[config.mk]
export PLATFORM = sky130hd
export DESIGN_NAME = imm_gen_pipe
export DESIGN_NICKNAME = d
export VERILOG_FILES = /design/src/rtl/imm_gen_pkg.sv /design/src/rtl/imm_decode.sv /design/src/rtl/imm_gen_pipe.sv
export SDC_FILE = /design/constraint.sdc
export NUM_CORES = 1
export LEC_CHECK = 0
export ABC_AREA = 1
export ABC_CLOCK_PERIOD_IN_PS = 4300
export CAP_MARGIN = 15
export CORE_AREA = 2 2 140 142
export DETAILED_ROUTE_END_ITERATION = 12
export DIE_AREA = 0 0 142 144
export PLACE_DENSITY_LB_ADDON = 0.08
export REMOVE_ABC_BUFFERS = 1
export SLEW_MARGIN = 20
export SYNTH_ARGS = -nofsm -noshare
export SYNTH_HDL_FRONTEND = slang
export SYNTH_SLANG_ARGS = --single-unit
[constraint.sdc]
create_clock -name clk_i -period 4.3 [get_ports clk_i]
set_clock_uncertainty 0.05 [all_clocks]
set_input_delay 0.86 -clock clk_i [delete_from_list [all_inputs] [get_ports clk_i]]
set_output_delay 0.86 -clock clk_i [all_outputs]
set_load 0.1 [all_outputs]
[src/rtl/imm_gen_pkg.sv]
// Shared types and opcode constants for the ID-stage immediate generator.
// Imported by imm_decode and imm_gen_pipe.
package imm_gen_pkg;

  typedef enum logic [2:0] {
    FMT_NONE  = 3'd0,
    FMT_I     = 3'd1,
    FMT_S     = 3'd2,
    FMT_B     = 3'd3,
    FMT_U     = 3'd4,
    FMT_J     = 3'd5,
    FMT_SHAMT = 3'd6,
    FMT_ZIMM  = 3'd7
  } fmt_e;

  localparam logic [6:0] LOAD   = 7'b0000011;
  localparam logic [6:0] FENCE  = 7'b0001111;
  localparam logic [6:0] OP_IMM = 7'b0010011;
  localparam logic [6:0] AUIPC  = 7'b0010111;
  localparam logic [6:0] STORE  = 7'b0100011;
  localparam logic [6:0] OP     = 7'b0110011;
  localparam logic [6:0] LUI    = 7'b0110111;
  localparam logic [6:0] BRANCH = 7'b1100011;
  localparam logic [6:0] JALR   = 7'b1100111;
  localparam logic [6:0] JAL    = 7'b1101111;
  localparam logic [6:0] SYSTEM = 7'b1110011;

endpackage

[src/rtl/imm_decode.sv]
// Combinational RV32I/RV64I immediate decoder.
// Produces the XLEN-extended immediate, its format, an illegal flag, and a PC-relative hint.
module imm_decode
  import imm_gen_pkg::*;
#(
  parameter int XLEN = 32
) (
  input  logic [31:0]     instr_i,
  output logic [XLEN-1:0] imm_o,
  output fmt_e            fmt_o,
  output logic            illegal_o,
  output logic            is_pcrel_o
);

  logic [XLEN-1:0] imm;
  fmt_e            fmt;
  logic            ill;
  logic            pcrel;

  always_comb begin
    imm   = '0;
    fmt   = FMT_NONE;
    ill   = 1'b0;
    pcrel = 1'b0;
    if (instr_i[1:0] != 2'b11) begin
      ill = 1'b1;
    end else begin
      case (instr_i[6:0])
        LOAD, FENCE, JALR: begin
          fmt = FMT_I;
          imm = XLEN'($signed(instr_i[31:20]));
        end
        OP_IMM: begin
          // funct3 001 (SLLI) and 101 (SRLI/SRAI) share funct3[1:0] == 01
          if (instr_i[13:12] == 2'b01) begin
            fmt = FMT_SHAMT;
            if (XLEN == 32) begin
              ill = instr_i[25];
              imm = XLEN'(instr_i[24:20]);
            end else begin
              imm = XLEN'(instr_i[25:20]);
            end
          end else begin
            fmt = FMT_I;
            imm = XLEN'($signed(instr_i[31:20]));
          end
        end
        SYSTEM: begin
          if (instr_i[14]) begin
            fmt = FMT_ZIMM;
            imm = XLEN'(instr_i[19:15]);
          end else begin
            fmt = FMT_I;
            imm = XLEN'($signed(instr_i[31:20]));
          end
        end
        STORE: begin
          fmt = FMT_S;
          imm = XLEN'($signed({instr_i[31:25], instr_i[11:7]}));
        end
        BRANCH: begin
          fmt   = FMT_B;
          pcrel = 1'b1;
          imm   = XLEN'($signed({instr_i[31], instr_i[7], instr_i[30:25],
                                 instr_i[11:8], 1'b0}));
        end
        LUI: begin
          fmt = FMT_U;
          imm = XLEN'($signed({instr_i[31:12], 12'b0}));
        end
        AUIPC: begin
          fmt   = FMT_U;
          pcrel = 1'b1;
          imm   = XLEN'($signed({instr_i[31:12], 12'b0}));
        end
        JAL: begin
          fmt   = FMT_J;
          pcrel = 1'b1;
          imm   = XLEN'($signed({instr_i[31], instr_i[19:12], instr_i[20],
                                 instr_i[30:21], 1'b0}));
        end
        OP: begin
          fmt = FMT_NONE;
        end
        default: begin
          ill = 1'b1;
        end
      endcase
    end
    // An undecodable word must not leak a partial immediate or a target
    if (ill) begin
      imm   = '0;
      fmt   = FMT_NONE;
      pcrel = 1'b0;
    end
  end

  assign imm_o      = imm;
  assign fmt_o      = fmt;
  assign illegal_o  = ill;
  assign is_pcrel_o = pcrel;

endmodule

[src/rtl/imm_gen_pipe.sv]
// Pipelined immediate generator: decode + PC-relative target adder feeding a
// registered output stage with a 2-entry skid buffer, valid/ready and flush.
module imm_gen_pipe
  import imm_gen_pkg::*;
#(
  parameter int XLEN = 32
) (
  input  logic            clk_i,
  input  logic            rst_i,
  input  logic            flush_i,
  input  logic            in_valid_i,
  output logic            in_ready_o,
  input  logic [31:0]     instr_i,
  input  logic [XLEN-1:0] pc_i,
  output logic            out_valid_o,
  input  logic            out_ready_i,
  output logic [XLEN-1:0] imm_o,
  output logic [2:0]      fmt_o,
  output logic [XLEN-1:0] target_o,
  output logic            illegal_o
);

  localparam int BW = 2 * XLEN + 4;

  logic [XLEN-1:0] dec_imm;
  fmt_e            dec_fmt;
  logic            dec_ill;
  logic            dec_pcrel;
  logic [XLEN-1:0] dec_target;
  logic [BW-1:0]   in_beat;

  logic [BW-1:0]   out_beat_q, out_beat_d;
  logic [BW-1:0]   skid_beat_q, skid_beat_d;
  logic            out_valid_q, out_valid_d;
  logic            skid_valid_q, skid_valid_d;
  logic            in_ready_q, in_ready_d;
  logic            accept;
  logic            drain;

  imm_decode #(.XLEN(XLEN)) u_decode (
    .instr_i    (instr_i),
    .imm_o      (dec_imm),
    .fmt_o      (dec_fmt),
    .illegal_o  (dec_ill),
    .is_pcrel_o (dec_pcrel)
  );

  assign dec_target = dec_pcrel ? (pc_i + dec_imm) : '0;
  assign in_beat    = {dec_ill, dec_fmt, dec_target, dec_imm};

  // Skid entry is only ever occupied behind a valid, stalled output entry
  always_comb begin
    out_beat_d   = out_beat_q;
    skid_beat_d  = skid_beat_q;
    out_valid_d  = out_valid_q;
    skid_valid_d = skid_valid_q;
    accept       = in_valid_i & in_ready_q;
    drain        = out_valid_q & out_ready_i;
    if (flush_i) begin
      out_valid_d  = 1'b0;
      skid_valid_d = 1'b0;
    end else if (!out_valid_q || drain) begin
      if (skid_valid_q) begin
        out_beat_d   = skid_beat_q;
        out_valid_d  = 1'b1;
        skid_valid_d = 1'b0;
      end else begin
        out_valid_d = accept;
        if (accept) begin
          out_beat_d = in_beat;
        end
      end
    end else if (accept) begin
      skid_beat_d  = in_beat;
      skid_valid_d = 1'b1;
    end
    in_ready_d = ~skid_valid_d;
  end

  always_ff @(posedge clk_i) begin
    if (rst_i) begin
      out_beat_q   <= '0;
      skid_beat_q  <= '0;
      out_valid_q  <= 1'b0;
      skid_valid_q <= 1'b0;
      in_ready_q   <= 1'b0;
    end else begin
      out_beat_q   <= out_beat_d;
      skid_beat_q  <= skid_beat_d;
      out_valid_q  <= out_valid_d;
      skid_valid_q <= skid_valid_d;
      in_ready_q   <= in_ready_d;
    end
  end

  assign in_ready_o  = in_ready_q;
  assign out_valid_o = out_valid_q;
  assign {illegal_o, fmt_o, target_o, imm_o} = out_beat_q;

endmodule

==> results of run 1 <==
per-layer routing:
metal	vias up	GRT usage, %	wire length (um)
met2	247	43.1	12100
li1	4704	-	-
met4	0	7.21	526
met3	34	4.17	1260
met5	-	0	0
met1	4009	37.0	13100
worst paths after layout:
path | start | to | slack [ns] | cells after the start
max | instr_i[5] | out_beat_q[58] | 0.31 | 25
min | out_beat_q[42] | out_beat_q[42] | 0.41 | 2
max reg2reg | skid_valid_q | out_beat_q[26] | 1.91 | 10
min reg2reg | out_beat_q[42] | out_beat_q[42] | 0.41 | 2
worst max-delay path, delay by kind of cell:
kind | cells | cell delay, ns
AND/OR/NAND/NOR | 13 | 1.10
buffers and inverters | 7 | 1.12
adder cells (fa/ha/maj) | 1 | 0.39
AO/OA/AOI/OAI | 4 | 0.75
sequential cells by signal, summed over array words and instances (netlist names):
register,flops
skid_beat_q,68
skid_valid_q,1
in_ready_o,1
out_valid_o,1
out_beat_q,68
cells by family (layout without fill, tap and decap cells):
| group | after synthesis | in the layout | synth area share, % |
|---|---|---|---|
| flops | 139 | 139 | 33.3 |
| xor+xnor | 3 | 3 | 0.314 |
| buf+inv | 202 | 413 | 9.39 |
| simple gates | 593 | 593 | 29.5 |
| fa+ha+maj | 32 | 32 | 4.88 |
| compound gates | 350 | 350 | 22.7 |
report_power, final:
part	internal, uW	switching [uW]	leakage, uW
logic	163	231	0.00395
clock network	836	675	0.000281
registers	1290	2.92	0.00112
synth_stat cells (6+ instances only):
cell,instances
nor2_1,143
or2_2,6
nand3b_1,7
a21oi_1,176
a211oi_1,7
inv_1,128
o21ai_1,15
a31oi_1,17
buf_1,7
nor3_1,8
nand4_1,7
ha_1,31
o21ai_0,104
dfxtp_1,139
nand2_1,349
clkbuf_1,48
inv_2,11
o211ai_1,7
a21o_1,8
nand3_1,54
timing repair:
action                     4_1_cts  5_1_grt
resized for setup                0        1
setup endpoints to repair        0        1
buffers inserted                 0        0
per-stage QoR:
stage	setup TNS [ns]	total power, uW
detailed placement	-0.283	1720
floorplan	0	1510
CTS	0	3230
global route	0	3310
global placement	-0.128	1720
finish	0	3200
final cells by class:
cell class | instances | area (sq um)
Fill cell | 1871 | 7920
Multi-Input combinational cell | 978 | 4800
Sequential cell | 139 | 2780
Timing Repair Buffer | 240 | 2150
Inverter | 141 | 533
Clock buffer | 18 | 439
Tap cell | 238 | 298
Clock inverter | 14 | 148
placed cells by master (no fill, tap or decap), types with 31 or more instances in the layout:
cell / count
a21oi_1: 175
buf_4: 101
clkdlybuf4s50_1: 137
dfxtp_1: 139
ha_1: 31
inv_1: 127
nand2_1: 349
nand3_1: 54
nor2_1: 143
o21ai_0: 104
==> metrics.cfg, run 1 <==
[run_status]
outcome=finished clean

[global_route]
antenna_found_initial=0
grt_pass1_vias=8175
grt.overflow.total=0
grt_start_max_net_pins=67
grtUsageTotal_pct=26.6
grt_pass1_wl_mm=42.4

[job]
maxCapViolCount=0

[yosys]
postSynth.asyncResetShare_pct=0
synth.yosys.warnings=0
ys.flop_type=dfxtp_1
synth_edf_count=0
synth_top_cell_by_area=dfxtp_1
synthCells=1319
syn_area_sq_mm=0.00837
yosysUniqueCellTypes=42
avgSynthCellArea_sq_um=6.34
ys_ff_latch=139
yosysSeqAreaShare_pct=33.3
synth_top_area_share_pct=33.3
ys_top_cells_by_area=dfxtp_1, nand2_1, a21oi_1, nor2_1, o21ai_0

[place]
place_congestion=0.917
post_dp_cell_area_sq_mm=0.0106
post-place-ws_ns=-0.0619
portBuffers=138
placed_cells=1736
dp_hpwl_mm=20.2

[drt]
drcViolationCount=0
firstDrtPassIters=5
initialDrtViolationCount=601
wire_per_inst_um=15.3
route.vias.total=8994
drt-total-wl_mm=27.0
ant_nets=0
avgViaCountPerCell=5.09

[timing]
fin_ws_ns=0.311
finalSetupViolations=0
rsz0062_at_grt=no
worst-slew-pin-transition_ns=0.992
fmax_mhz=251
fin_crit_sh_pct=92.8
slew_violations=0
finalHoldViolations=0
period_needed_ns=3.99
slew_headroom_pct=33.7
hold_ws_ns=0.411

[clock_network]
path_clk_slew_ns=0.07
cts_hold_buf=0
cts-root-buf=clkbuf_16
cts_tree=yes
clk_latency_ns=0.43
cts_max_path_buffers=2
htree_levels=4
clock-sinks=139
numCtsBuffers=17

[finish]
diodes=0
drive_gt1_share_pct=11.6
stdcell_area_sq_mm=0.0112
areaGrowthSynthToFinish_pct=33.4
fin_cells=1768
fin_nets=1618
utilization_pct=58.5

[critical_path]
cp_data_required_time_ns=4.54
end_kind=register
cp_max_fo=5
crit_type=in2reg
startpoint_type=input port
max_stage_delay_ns=0.56
crit_slowest_cell=clkdlybuf4s50_1
crit_top_cell=nand2_1
worstPathArrival_ns=4.23

[pwr]
leakagePower_uw=0.00535
p_per_area_mw_per_mm2=287
peakVddDrop_mv=0.253

[die]
io_pins=139
num_rows=51
floorplan.initialDensity_pct=43.8
dieArea_sq_mm=0.0204
die_w_um=142
die_height_um=144
core-area_sq_mm=0.0191

[worst_hold_path]
worst_hold_path_type=reg2reg

Power figures use the tool's default switching activity.
==> run 2, diff against run 1 <==
Settings changed: CTS_CLUSTER_DIAMETER set to 50.
==> results of run 2 <==
The final DEF is identical to that of run 1; final timing and power are the same.
